### src/rtl/alu_writeback_stage.sv
// Writeback stage: 2-entry in-order queue between the ALU and the register-file write port.
// Optional forwarding outputs (fwd_valid/fwd_addr/fwd_data) are built when ALU_WB_FWD_EN is defined.
module alu_writeback_stage #(
  parameter int DATA_W     = 16,
  parameter int REG_ADDR_W = 3
) (
  input  logic                  clk,
  input  logic                  rst_n,
  input  logic                  in_valid,
  output logic                  in_ready,
  input  logic [DATA_W-1:0]     in_result,
  input  logic                  in_z,
  input  logic                  in_n,
  input  logic                  in_c,
  input  logic                  in_v,
  input  logic [REG_ADDR_W-1:0] in_dest,
  input  logic                  in_wr_en,
  input  logic                  in_flag_en,
  output logic                  rf_we,
  output logic [REG_ADDR_W-1:0] rf_waddr,
  output logic [DATA_W-1:0]     rf_wdata,
  input  logic                  rf_ready,
  output logic [3:0]            flags,
  output logic                  busy
`ifdef ALU_WB_FWD_EN
  ,
  output logic                  fwd_valid,
  output logic [REG_ADDR_W-1:0] fwd_addr,
  output logic [DATA_W-1:0]     fwd_data
`endif
);

  function automatic logic [3:0] pack_flags(input logic n, input logic z,
                                            input logic c, input logic v);
    return {n, z, c, v};
  endfunction

  logic [1:0] count_q, count_d;
  logic       wr_ptr_q, wr_ptr_d;
  logic       rd_ptr_q, rd_ptr_d;
  logic [3:0] flags_q, flags_d;

  // Queue payload; validity is tracked by count_q, so these need no reset.
  logic [DATA_W-1:0]     res_q     [2];
  logic [3:0]            eflags_q  [2];
  logic [REG_ADDR_W-1:0] dest_q    [2];
  logic                  wr_en_q   [2];
  logic                  flag_en_q [2];

  logic                  not_empty;
  logic                  not_full;
  logic                  push;
  logic                  retire;
  logic [DATA_W-1:0]     head_res;
  logic [3:0]            head_flags;
  logic [REG_ADDR_W-1:0] head_dest;
  logic                  head_wr_en;
  logic                  head_flag_en;

  always_comb begin
    not_empty    = (count_q != 2'd0);
    not_full     = (count_q != 2'd2);
    head_res     = res_q[rd_ptr_q];
    head_flags   = eflags_q[rd_ptr_q];
    head_dest    = dest_q[rd_ptr_q];
    head_wr_en   = wr_en_q[rd_ptr_q];
    head_flag_en = flag_en_q[rd_ptr_q];
    push         = in_valid && not_full;
    // Entries without a register write never wait on rf_ready.
    retire       = not_empty && (!head_wr_en || rf_ready);
  end

  always_comb begin
    count_d  = count_q;
    wr_ptr_d = wr_ptr_q ^ push;
    rd_ptr_d = rd_ptr_q ^ retire;
    flags_d  = flags_q;
    case ({push, retire})
      2'b10:   count_d = count_q + 2'd1;
      2'b01:   count_d = count_q - 2'd1;
      default: count_d = count_q;
    endcase
    if (retire && head_flag_en) begin
      flags_d = head_flags;
    end
  end

  always_ff @(posedge clk or negedge rst_n) begin
    if (!rst_n) begin
      count_q  <= 2'd0;
      wr_ptr_q <= 1'b0;
      rd_ptr_q <= 1'b0;
      flags_q  <= 4'b0000;
    end else begin
      count_q  <= count_d;
      wr_ptr_q <= wr_ptr_d;
      rd_ptr_q <= rd_ptr_d;
      flags_q  <= flags_d;
    end
  end

  always_ff @(posedge clk) begin
    if (push) begin
      res_q[wr_ptr_q]     <= in_result;
      eflags_q[wr_ptr_q]  <= pack_flags(in_n, in_z, in_c, in_v);
      dest_q[wr_ptr_q]    <= in_dest;
      wr_en_q[wr_ptr_q]   <= in_wr_en;
      flag_en_q[wr_ptr_q] <= in_flag_en;
    end
  end

  // Write port is a pure function of the head and count, so it holds while stalled.
  always_comb begin
    in_ready = not_full;
    busy     = not_empty;
    flags    = flags_q;
    rf_we    = not_empty && head_wr_en;
    rf_waddr = not_empty ? head_dest : '0;
    rf_wdata = not_empty ? head_res  : '0;
  end

`ifdef ALU_WB_FWD_EN
  logic                  fwd_valid_q;
  logic [REG_ADDR_W-1:0] fwd_addr_q;
  logic [DATA_W-1:0]     fwd_data_q;

  always_ff @(posedge clk or negedge rst_n) begin
    if (!rst_n) begin
      fwd_valid_q <= 1'b0;
      fwd_addr_q  <= '0;
      fwd_data_q  <= '0;
    end else if (rf_we && rf_ready) begin
      fwd_valid_q <= 1'b1;
      fwd_addr_q  <= rf_waddr;
      fwd_data_q  <= rf_wdata;
    end
  end

  always_comb begin
    fwd_valid = fwd_valid_q;
    fwd_addr  = fwd_addr_q;
    fwd_data  = fwd_data_q;
  end
`endif

endmodule

### config.mk
export PLATFORM = sky130hd
export DESIGN_NAME = alu_writeback_stage
export DESIGN_NICKNAME = d
export VERILOG_FILES = /design/src/rtl/alu_writeback_stage.sv
export SDC_FILE = /design/constraint.sdc
export NUM_CORES = 1
export LEC_CHECK = 0
export BUFFER_PORTS_ARGS = -buffer_cell sky130_fd_sc_hd__buf_2
export CAP_MARGIN = 20
export CORE_ASPECT_RATIO = 0.7
export CORE_UTILIZATION = 47
export DETAILED_ROUTE_END_ITERATION = 8
export GPL_TIMING_DRIVEN = 0
export PLACE_DENSITY_LB_ADDON = 0.25
export SETUP_SLACK_MARGIN = 0.4
export SYNTH_ARGS = -nofsm -noshare
export SYNTH_HDL_FRONTEND = slang
export SYNTH_SLANG_ARGS = --single-unit
### constraint.sdc
create_clock -name clk -period 1.7 [get_ports clk]
set_input_delay 0.255 -clock clk [delete_from_list [all_inputs] [get_ports clk]]
set_output_delay 0.255 -clock clk [all_outputs]
set_load 0.01 [all_outputs]
==> impl_metrics.ini <==
[grt]
antenna_found_initial = 0
grt_max_degree = 13
grt_pass1_vias = 1495
grt_pass1_wl_mm = 7.78
track_usage_pct = 22.7
gr-total-overflow = 0

[worst_setup_path]
slowest_delay_ps = 400
critPathKind = flop to output pin
rr_startpoint = rd_ptr_q
startpoint = count_q[0]
path_max_fanout = 5
worst_ep_arrival_time_ps = 1440
r2r_slack_ps = 90
worstSetupEndpointType = output pin
worstSetupEndpoint = rf_we
rr_endpoint = flags[2]
crit_slowest_cell = dfrtp_1
start_kind = flop
rr_worst_depth = 5
worstPathRequired_ps = 1440
crit_chain = buf_8 > nor2_4 > clkbuf_8 > nor2_2 > buf_2

[floorplanning]
start_util_pct = 50.5
die_width_microns = 84.9
core_sq_mm = 0.00448
io_pins = 55
floorplan.rows = 20
fp.dieH_microns = 60.1
die-area_sq_mm = 0.00510

[pwr]
p_per_area_mw_per_mm2 = 1980
irDropWorstVdd_v = 0.00109
leakage_nw = 1.41

[clocking]
clk_latency_ps = 330
clock_sinks = 58
cts.clk_slew.worst_paths_ps = 60
numCtsBuffers = 9
cts_tree = yes
cts-root-buf = clkbuf_8
clk_path_buf_depth = 2
cts-htree-levels = 3

[timing]
fin_skew_ps = 5.60
rsz0062_at_grt = yes
setup_viol = 0
tightestPinTransition_ps = 229
fmax_mhz = 590
hold_viol = 0
period_minus_slack_ps = 1700
slew_headroom_pct = 84.4
fin_crit_sh_pct = 99.8
slew_viol_final = 0

[synthesis]
yosys_warnings = 0
ys_types = 17
synth_area_sq_mm = 0.00226
synth.yosys.seq_area_share_pct = 75.2
synth.avg_cell_area_sq_um = 17.3
postSynthCellCount = 131
syn_nets = 163
synth_seq_cells = 58

[drt]
ant_nets = 0
wire_per_inst_microns = 18.3
first_pass_iters = 6
dr_total_vias = 1435
drtIter0Drc = 58
routed_wl_mm = 5.15
viasPerCell = 5.09
drc_errors = 0

[worst_hold_path]
min_path_type = primary input to flop

[placement]
port_buffers = 54
place_congestion = 0.733
dp_hpwl_mm = 2.63
place_area_sq_mm = 0.00265

[final_layout]
fillers = 260
finalNetCount = 254
final_util_pct = 75.6
drive_gt1_share_pct = 56.8
design_area_sq_mm = 0.00339
antenna_cells = 0
syn2layout_area_growth_pct = 49.7

[run_status]
status = finished, final reports clean

[flow_run]
cap_violations = 0
[through the flow]
| stage | setup TNS (ps) | setup WS, ps | hold slack (ps) | power [W] | std cells |
|---|---|---|---|---|---|
| after global placement | 0 | 172 | 109 | 0.00408 | 240 |
| final | 0 | 3.76 | 107 | 0.00672 | 282 |
| after floorplan | 0 | 236 | -40.6 | 0.00351 | 131 |
| after CTS | 0 | 53.2 | 92.2 | 0.00632 | 276 |
| after global routing | -446 | -30.9 | 94.5 | 0.00703 | 282 |
| after detailed placement | 0 | 93.0 | 116 | 0.00417 | 240 |
[routing by layer]
layer / part of all wire (%) / GRT usage [%]
met4: 0.97 / 7.26
met2: 51 / 38.8
met5: 0 / 0
met1: 41 / 26.1
met3: 7.2 / 10.1
[sequential cells by signal (all words and copies together) (netlist names), 2 cells and up]
signal	flops
wr_en_q	2
dest_q	6
res_q	32
flag_en_q	2
count_q	2
eflags_q	8
flags	4
[cells by family after synthesis]
kind of cell    after synthesis  synth area share (%)
compound gates                2                  1.16
flops                        58                  75.2
buf+inv                      11                  2.27
simple gates                 24                  4.20
mux                          29                  14.0
fa+ha+maj                     3                  1.66
xor+xnor                      4                  1.55
[critical path, delay by kind of cell, from the launching register on]
kind,cells,cell delay [ps]
buf+inv,3,490
flops,1,400
simple gates,2,220
[placed cells by master, fill, tap and decap left out, types with 5 or more instances in the layout]
cell	instances
buf_12	8
buf_2	51
buf_4	8
buf_6	10
clkbuf_8	15
dfrtp_1	7
edfxtp_1	50
mux2_2	5
mux2i_1	17
nor2_1	16
[synth_stat cells]
master / count / area, sq um
nand2b_1: 1 / 6.26
buf_2: 2 / 10.0
edfxtp_1: 50 / 1500
inv_1: 5 / 18.8
mux2_4: 4 / 60.1
mux2i_1: 20 / 200
and2_1: 1 / 6.26
buf_6: 1 / 11.3
nor2_1: 22 / 82.6
o22ai_1: 1 / 6.26
dfrtp_1: 8 / 200
xor2_1: 1 / 8.76
xnor2_1: 3 / 26.3
clkbuf_1: 3 / 11.3
mux2_2: 5 / 56.3
ha_1: 3 / 37.5
o221a_4: 1 / 20.0
[where the power goes]
part / switching [W] / internal, W / total, W
Sequential: 0.000155 / 0.00198 / 0.00214
Combinational: 0.00150 / 0.00184 / 0.00334
Clock: 0.000492 / 0.000750 / 0.00124
[how the worst min path moves through the flow]
stage	startpoint	to	slack, ps	cells past startpoint
after floorplan	rst_n	count_q[0]	-40	0
after global placement	rst_n	wr_ptr_q	110	1
after detailed placement	rst_n	flags[0]	120	1
after CTS	in_result[8]	res_q[1][8]	90	1
after global routing	in_result[9]	res_q[1][9]	90	1
final	in_result[8]	res_q[1][8]	110	1
[timing repair]
item / 4_1_cts / 5_1_grt
gates resized for setup: 39 / 15
hold buffers: 1 / 0
endpoints found under the setup margin: 78 / 78
setup buffers: 14 / 6
gates cloned: 5 / 0
endpoints found under the hold margin: 8 / 0
pin swaps: 16 / 5
[area by class of cell]
type | instances | area (sq um) | share of cell area (%)
timing repair buffer | 80 | 657 | 19.4
clock buffer | 13 | 159 | 4.69
buffer | 6 | 93.8 | 2.77
inverter | 5 | 18.8 | 0.554
sequential | 58 | 1700 | 50.3
clock inverter | 3 | 38.8 | 1.14
multi-input combinational | 62 | 649 | 19.2
tap | 55 | 68.8 | 2.03
No activity file was read; power rests on OpenSTA's default activity.
